[src/rtl/rr_arbiter_param.sv]
// N-way round-robin arbiter with registered one-hot grant, explicit release
// and a bounded tenure while other masters are waiting.
module rr_arbiter_param #(
  parameter int N        = 4,
  parameter int MAX_HOLD = 4
) (
  input  logic                              clk,
  input  logic                              rst_n,
  input  logic [N-1:0]                      req,
  input  logic                              done,
  output logic [N-1:0]                      gnt,
  output logic [(N > 1 ? $clog2(N) : 1)-1:0] gnt_id,
  output logic                              gnt_valid
);

  localparam int IDW = (N > 1) ? $clog2(N) : 1;
  localparam int HCW = (MAX_HOLD > 0) ? $clog2(MAX_HOLD + 1) : 1;

  localparam logic [0:0] IDLE  = 1'b0;
  localparam logic [0:0] GRANT = 1'b1;

  localparam logic [HCW-1:0] HOLD_MAX = HCW'(MAX_HOLD);
  localparam logic [HCW-1:0] HOLD_ONE = HCW'(1);

  logic [0:0]     state_reg, state_next;
  logic [N-1:0]   gnt_reg, gnt_next;
  logic [IDW-1:0] id_reg, id_next;
  logic [IDW-1:0] last_reg, last_next;
  logic [HCW-1:0] hold_reg, hold_next;

  logic           win_found;
  logic [IDW-1:0] win_idx;
  logic           owner_req;
  logic           others_pending;
  logic           timeout;
  logic           release_grant;
  logic [N-1:0]   other_req;

  // Scan from last+1 upward with wrap; iterating downward lets the
  // closest-to-start requester overwrite the others.
  always_comb begin
    int pos;
    win_found = 1'b0;
    win_idx   = '0;
    pos       = 0;
    for (int j = N - 1; j >= 0; j--) begin
      pos = int'(last_reg) + 1 + j;
      if (pos >= N) pos = pos - N;
      if (req[pos]) begin
        win_found = 1'b1;
        win_idx   = IDW'(pos);
      end
    end
  end

  genvar gi;
  generate
    for (gi = 0; gi < N; gi++) begin : g_other
      assign other_req[gi] = req[gi] & ~gnt_reg[gi];
    end
  endgenerate

  assign owner_req      = |(req & gnt_reg);
  assign others_pending = |other_req;
  assign timeout        = (MAX_HOLD != 0) && (hold_reg == HOLD_MAX) && others_pending;
  assign release_grant  = done || !owner_req || timeout;

  always_comb begin
    state_next = state_reg;
    gnt_next   = gnt_reg;
    id_next    = id_reg;
    last_next  = last_reg;
    hold_next  = hold_reg;
    case (state_reg)
      IDLE: begin
        if (win_found) begin
          state_next = GRANT;
          gnt_next   = N'(1) << win_idx;
          id_next    = win_idx;
          last_next  = win_idx;
          hold_next  = HOLD_ONE;
        end
      end
      default: begin
        if (!release_grant) begin
          if (hold_reg < HOLD_MAX) hold_next = hold_reg + HOLD_ONE;
        end else if (win_found) begin
          // Handover without an idle bubble; may re-grant the same owner.
          gnt_next  = N'(1) << win_idx;
          id_next   = win_idx;
          last_next = win_idx;
          hold_next = HOLD_ONE;
        end else begin
          state_next = IDLE;
          gnt_next   = '0;
          id_next    = '0;
          hold_next  = '0;
        end
      end
    endcase
  end

  always_ff @(posedge clk or negedge rst_n) begin
    if (!rst_n) begin
      state_reg <= IDLE;
      gnt_reg   <= '0;
      id_reg    <= '0;
      last_reg  <= IDW'(N - 1);
      hold_reg  <= '0;
    end else begin
      state_reg <= state_next;
      gnt_reg   <= gnt_next;
      id_reg    <= id_next;
      last_reg  <= last_next;
      hold_reg  <= hold_next;
    end
  end

  assign gnt       = gnt_reg;
  assign gnt_id    = id_reg;
  assign gnt_valid = |gnt_reg;

endmodule

[config.mk]
export PLATFORM = sky130hd
export DESIGN_NAME = rr_arbiter_param
export DESIGN_NICKNAME = d
export VERILOG_FILES = /design/src/rtl/rr_arbiter_param.sv
export SDC_FILE = /design/constraint.sdc
export NUM_CORES = 1
export LEC_CHECK = 0
export BUFFER_PORTS_ARGS = -buffer_cell sky130_fd_sc_hd__buf_2
export CAP_MARGIN = 20
export CORE_MARGIN = 5
export CORE_UTILIZATION = 35
export DETAILED_ROUTE_END_ITERATION = 16
export PLACE_DENSITY = 0.66
export SYNTH_ARGS = -nofsm -noshare
export SYNTH_HDL_FRONTEND = slang
export SYNTH_SLANG_ARGS = --single-unit
export TNS_END_PERCENT = 30
[constraint.sdc]
create_clock -name clk -period 1.67 [get_ports clk]
set_input_delay 0.0835 -clock clk [delete_from_list [all_inputs] [get_ports clk]]
set_output_delay 0.0835 -clock clk [all_outputs]
set_load 0.02 [all_outputs]
==> summary.txt <==
Status - complete, but fails checks
Failing checks - setup timing
Simple-gate portion of the synthesized area - 22.0%
Initial antenna violation count - 0
Main combinational cell family by area after synthesis - compound AO/OA/AOI/OAI gates
Post-synthesis mux area share - 5.49%
Slew margin rel. - 76.9%
Cell Pwr Density - 1750 mW/mm^2
Die footprint - 0.00333 sq mm
Top cells by area, synth - dfrtp_1, dfstp_2, nand2b_1, mux2_2, a221oi_4
DP Area - 0.00110 sq mm
CP Data Arrival Time - 1.96 ns
Cell taking the most area after synthesis - dfrtp_1
Final TNS setup - -0.497 ns
Grt met1 use - 16.6%
Synth Register Bits - 12
Actual slew at the worst max-slew pin - 0.342 ns
H-Tree Depth - 1
Synth Instances - 78
Die X - 57.7 um
Routability cong. - 0.775
Grt total ovfl - 0
Synth-to-Final Area Change - 64.5%
RSZ-0062 raised after global routing - true
Max incr delay on CP - 0.41 ns
Global-route wire length before repair - 3920 um
Global route hottest layer - met2
Post-synth top area share - 31.4%
Dpl hpwl - 1600 um
R2R Path Start - hold_reg[0]
Slowest-stage cell, CP - o41ai_2
Clk sink count - 12
ANT cells - 0
HP Class - in2async
Vias in the first global route - 883
Initial core utilization - 36.4%
I/O pin total - 14
Drt wl/cell - 16.8 um
Row count - 17
Max reg flops - 4
Yosys warnings - 0
Cells after DPL - 142
Fin area - 0.00131 sq mm
CTS buffer count - 3
Mean Syn Cell Area - 10.2 sq um
Insertion delay to the later sink of the worst-skew pair - 0.28 ns
Period minus WS final - 1.80 ns
TritonCTS clock tree - built
Crit path max fanout - 2
Compound-gate portion of the synthesized area - 28.9%
Adder-Cell Fraction of Synth Area - 3.14%
Final cell count without fillers - 157
Wirelength, routed - 2640 um
Fmax - 557 MHz
Final layout net count - 139
Dpl ws - -0.0907 ns
P_leak - 0.600 nW
Critical path endpoint category - flip-flop
Final Max Slew Viols - 0
Total global routing track utilization - 15.4%
Peak VDD IR - 1.00 mV
DR pass1 iterations - 4
Post-DRT Antenna Nets - 0
Synthesized cell area - 797 sq um
Top cell by count, worst path - buf_4
Post-synthesis net count - 87
Fin crit share - 108%
Post-Synth XOR/XNOR Area - 0%
Die height - 57.7 um
Worst Skew - 0.00575 ns
Fill cell count - 186
Worst R2R Setup Slack - -0.13 ns
Most used DFF post-synth - dfrtp_1
Critical Path RT - 1.83 ns
FFs w/ async S/R, synth - 100%
Critical path class - reg2reg
M3 GR Usage - 2.67%
Drt drc - 0
Final hold viol count - 0
M2 GR Usage - 28.9%
# port buffers - 13
Cell variety after synth - 38
Post-route setup slack - -0.126 ns
DR vias - 871
Max-Cap Viols - 0
Share of layout cells above drive strength 1 - 60.5%
Crit-path cells - inv_2 -> buf_4 -> buf_4 -> buf_4 -> buf_4 -> buf_4 -> buf_4 -> o41ai_2 -> a2bb2oi_1
Crit path launch type - flip-flop
Largest net degree at the start of global routing - 14
Layout Utilization - 59.9%
Final setup violation count - 9
FF-to-FF End - hold_reg[0]
FF-to-FF path depth - 9
DR iter-0 viols - 24
Core footprint - 0.00219 sq mm
Via-to-Cell Ratio - 5.55
Clock Tree Root - clkbuf_4
Clock Path Buffers - 2
Number of synthesized flops with an enable pin - 0
Register area share after synthesis - 38.0%
Clk slew on worst S/H paths - 0.09 ns
==> placed cells by master (no fill, tap or decap), drive strengths merged, types with 2 or more instances in the layout <==
cell type and count:
mux2 3, nand3b 2, nand2 6, inv 3
dfstp 2, ha 2, dfrtp 10, or4 2
a211o 2, o211ai 3, nor3 2, o21ai 2
a2bb2oi 2, nand2b 8, a221o 2, buf 48
a21oi 3, clkbuf 4, nor2 4
==> worst max-delay path by stage <==
stage               cells after the start  slack [ns]           to   startpoint
global route                            9       -0.18  hold_reg[0]  hold_reg[0]
detailed placement                     10       -0.09       gnt[1]  hold_reg[0]
finish                                  9       -0.13  hold_reg[0]  hold_reg[0]
floorplan                               5       -0.06       gnt[1]       gnt[1]
CTS                                     6       -0.06       gnt[3]       gnt[1]
global placement                        6       -0.07       gnt[3]       gnt[1]
==> metrics by stage <==
| step | hold WS (ns) | total power, W |
|---|---|---|
| 2_1_floorplan | -0.212 | 0.00116 |
| 3_3_place_gp | -0.0227 | 0.00170 |
| 3_5_place_dp | -0.0198 | 0.00174 |
| 4_1_cts | 0.210 | 0.00215 |
| 5_1_grt | 0.242 | 0.00242 |
| 6_report | 0.201 | 0.00230 |
==> synthesized netlist by cell type (2+ instances only) <==
master,n
dfrtp_1,10
mux2_2,3
ha_1,2
inv_1,3
a221o_1,2
o211ai_1,3
or4_1,2
o21ai_0,2
nand3b_1,2
a2bb2oi_1,2
nand2b_1,8
nand2_1,6
nor2_1,4
a21oi_1,3
dfstp_2,2
a211o_1,2
==> what timing repair did <==
action / CTS / global route
gates resized for setup: 8 / 13
buffers inserted: 8 / 2
hold buffers: 1 / 0
setup endpoints to repair: 9 / 9
endpoints found under the hold margin: 12 / 0
pin swaps: 6 / 8
==> worst max-delay path, delay by kind of cell (launching register included) <==
family	cells	cell delay [ns]
AO/OA/AOI/OAI	2	0.52
buffers and inverters	7	0.79
flip-flops	1	0.37
==> layout make-up <==
class / instances / area [sq um] / share of cell area [%]
multi-input combinational: 61 / 559 / 42.7
timing repair buffer: 49 / 362 / 27.6
sequential: 12 / 308 / 23.5
clock buffer: 4 / 36.3 / 2.77
tap: 28 / 35.0 / 2.67
inverter: 3 / 11.3 / 0.859
==> cells by family (layout without fill, tap and decap cells) <==
kind of cell,count (synthesis),count (layout)
adder cells (fa/ha/maj),2,2
AO/OA/AOI/OAI,27,27
buffers and inverters,5,56
flip-flops,12,12
AND/OR/NAND/NOR,28,28
multiplexers,4,4
==> power breakdown <==
part | switching [W] | internal [W]
clock network | 0.000118 | 0.000133
logic | 0.000660 | 0.000830
registers | 0.000124 | 0.000435
==> per-layer routing <==
metal / wire length [um] / vias up
met1: 1040 / 413
li1: - / 406
met3: 151 / 10
met2: 1340 / 42
met5: 0 / -
met4: 102 / 0
Power figures use the tool's default switching activity.
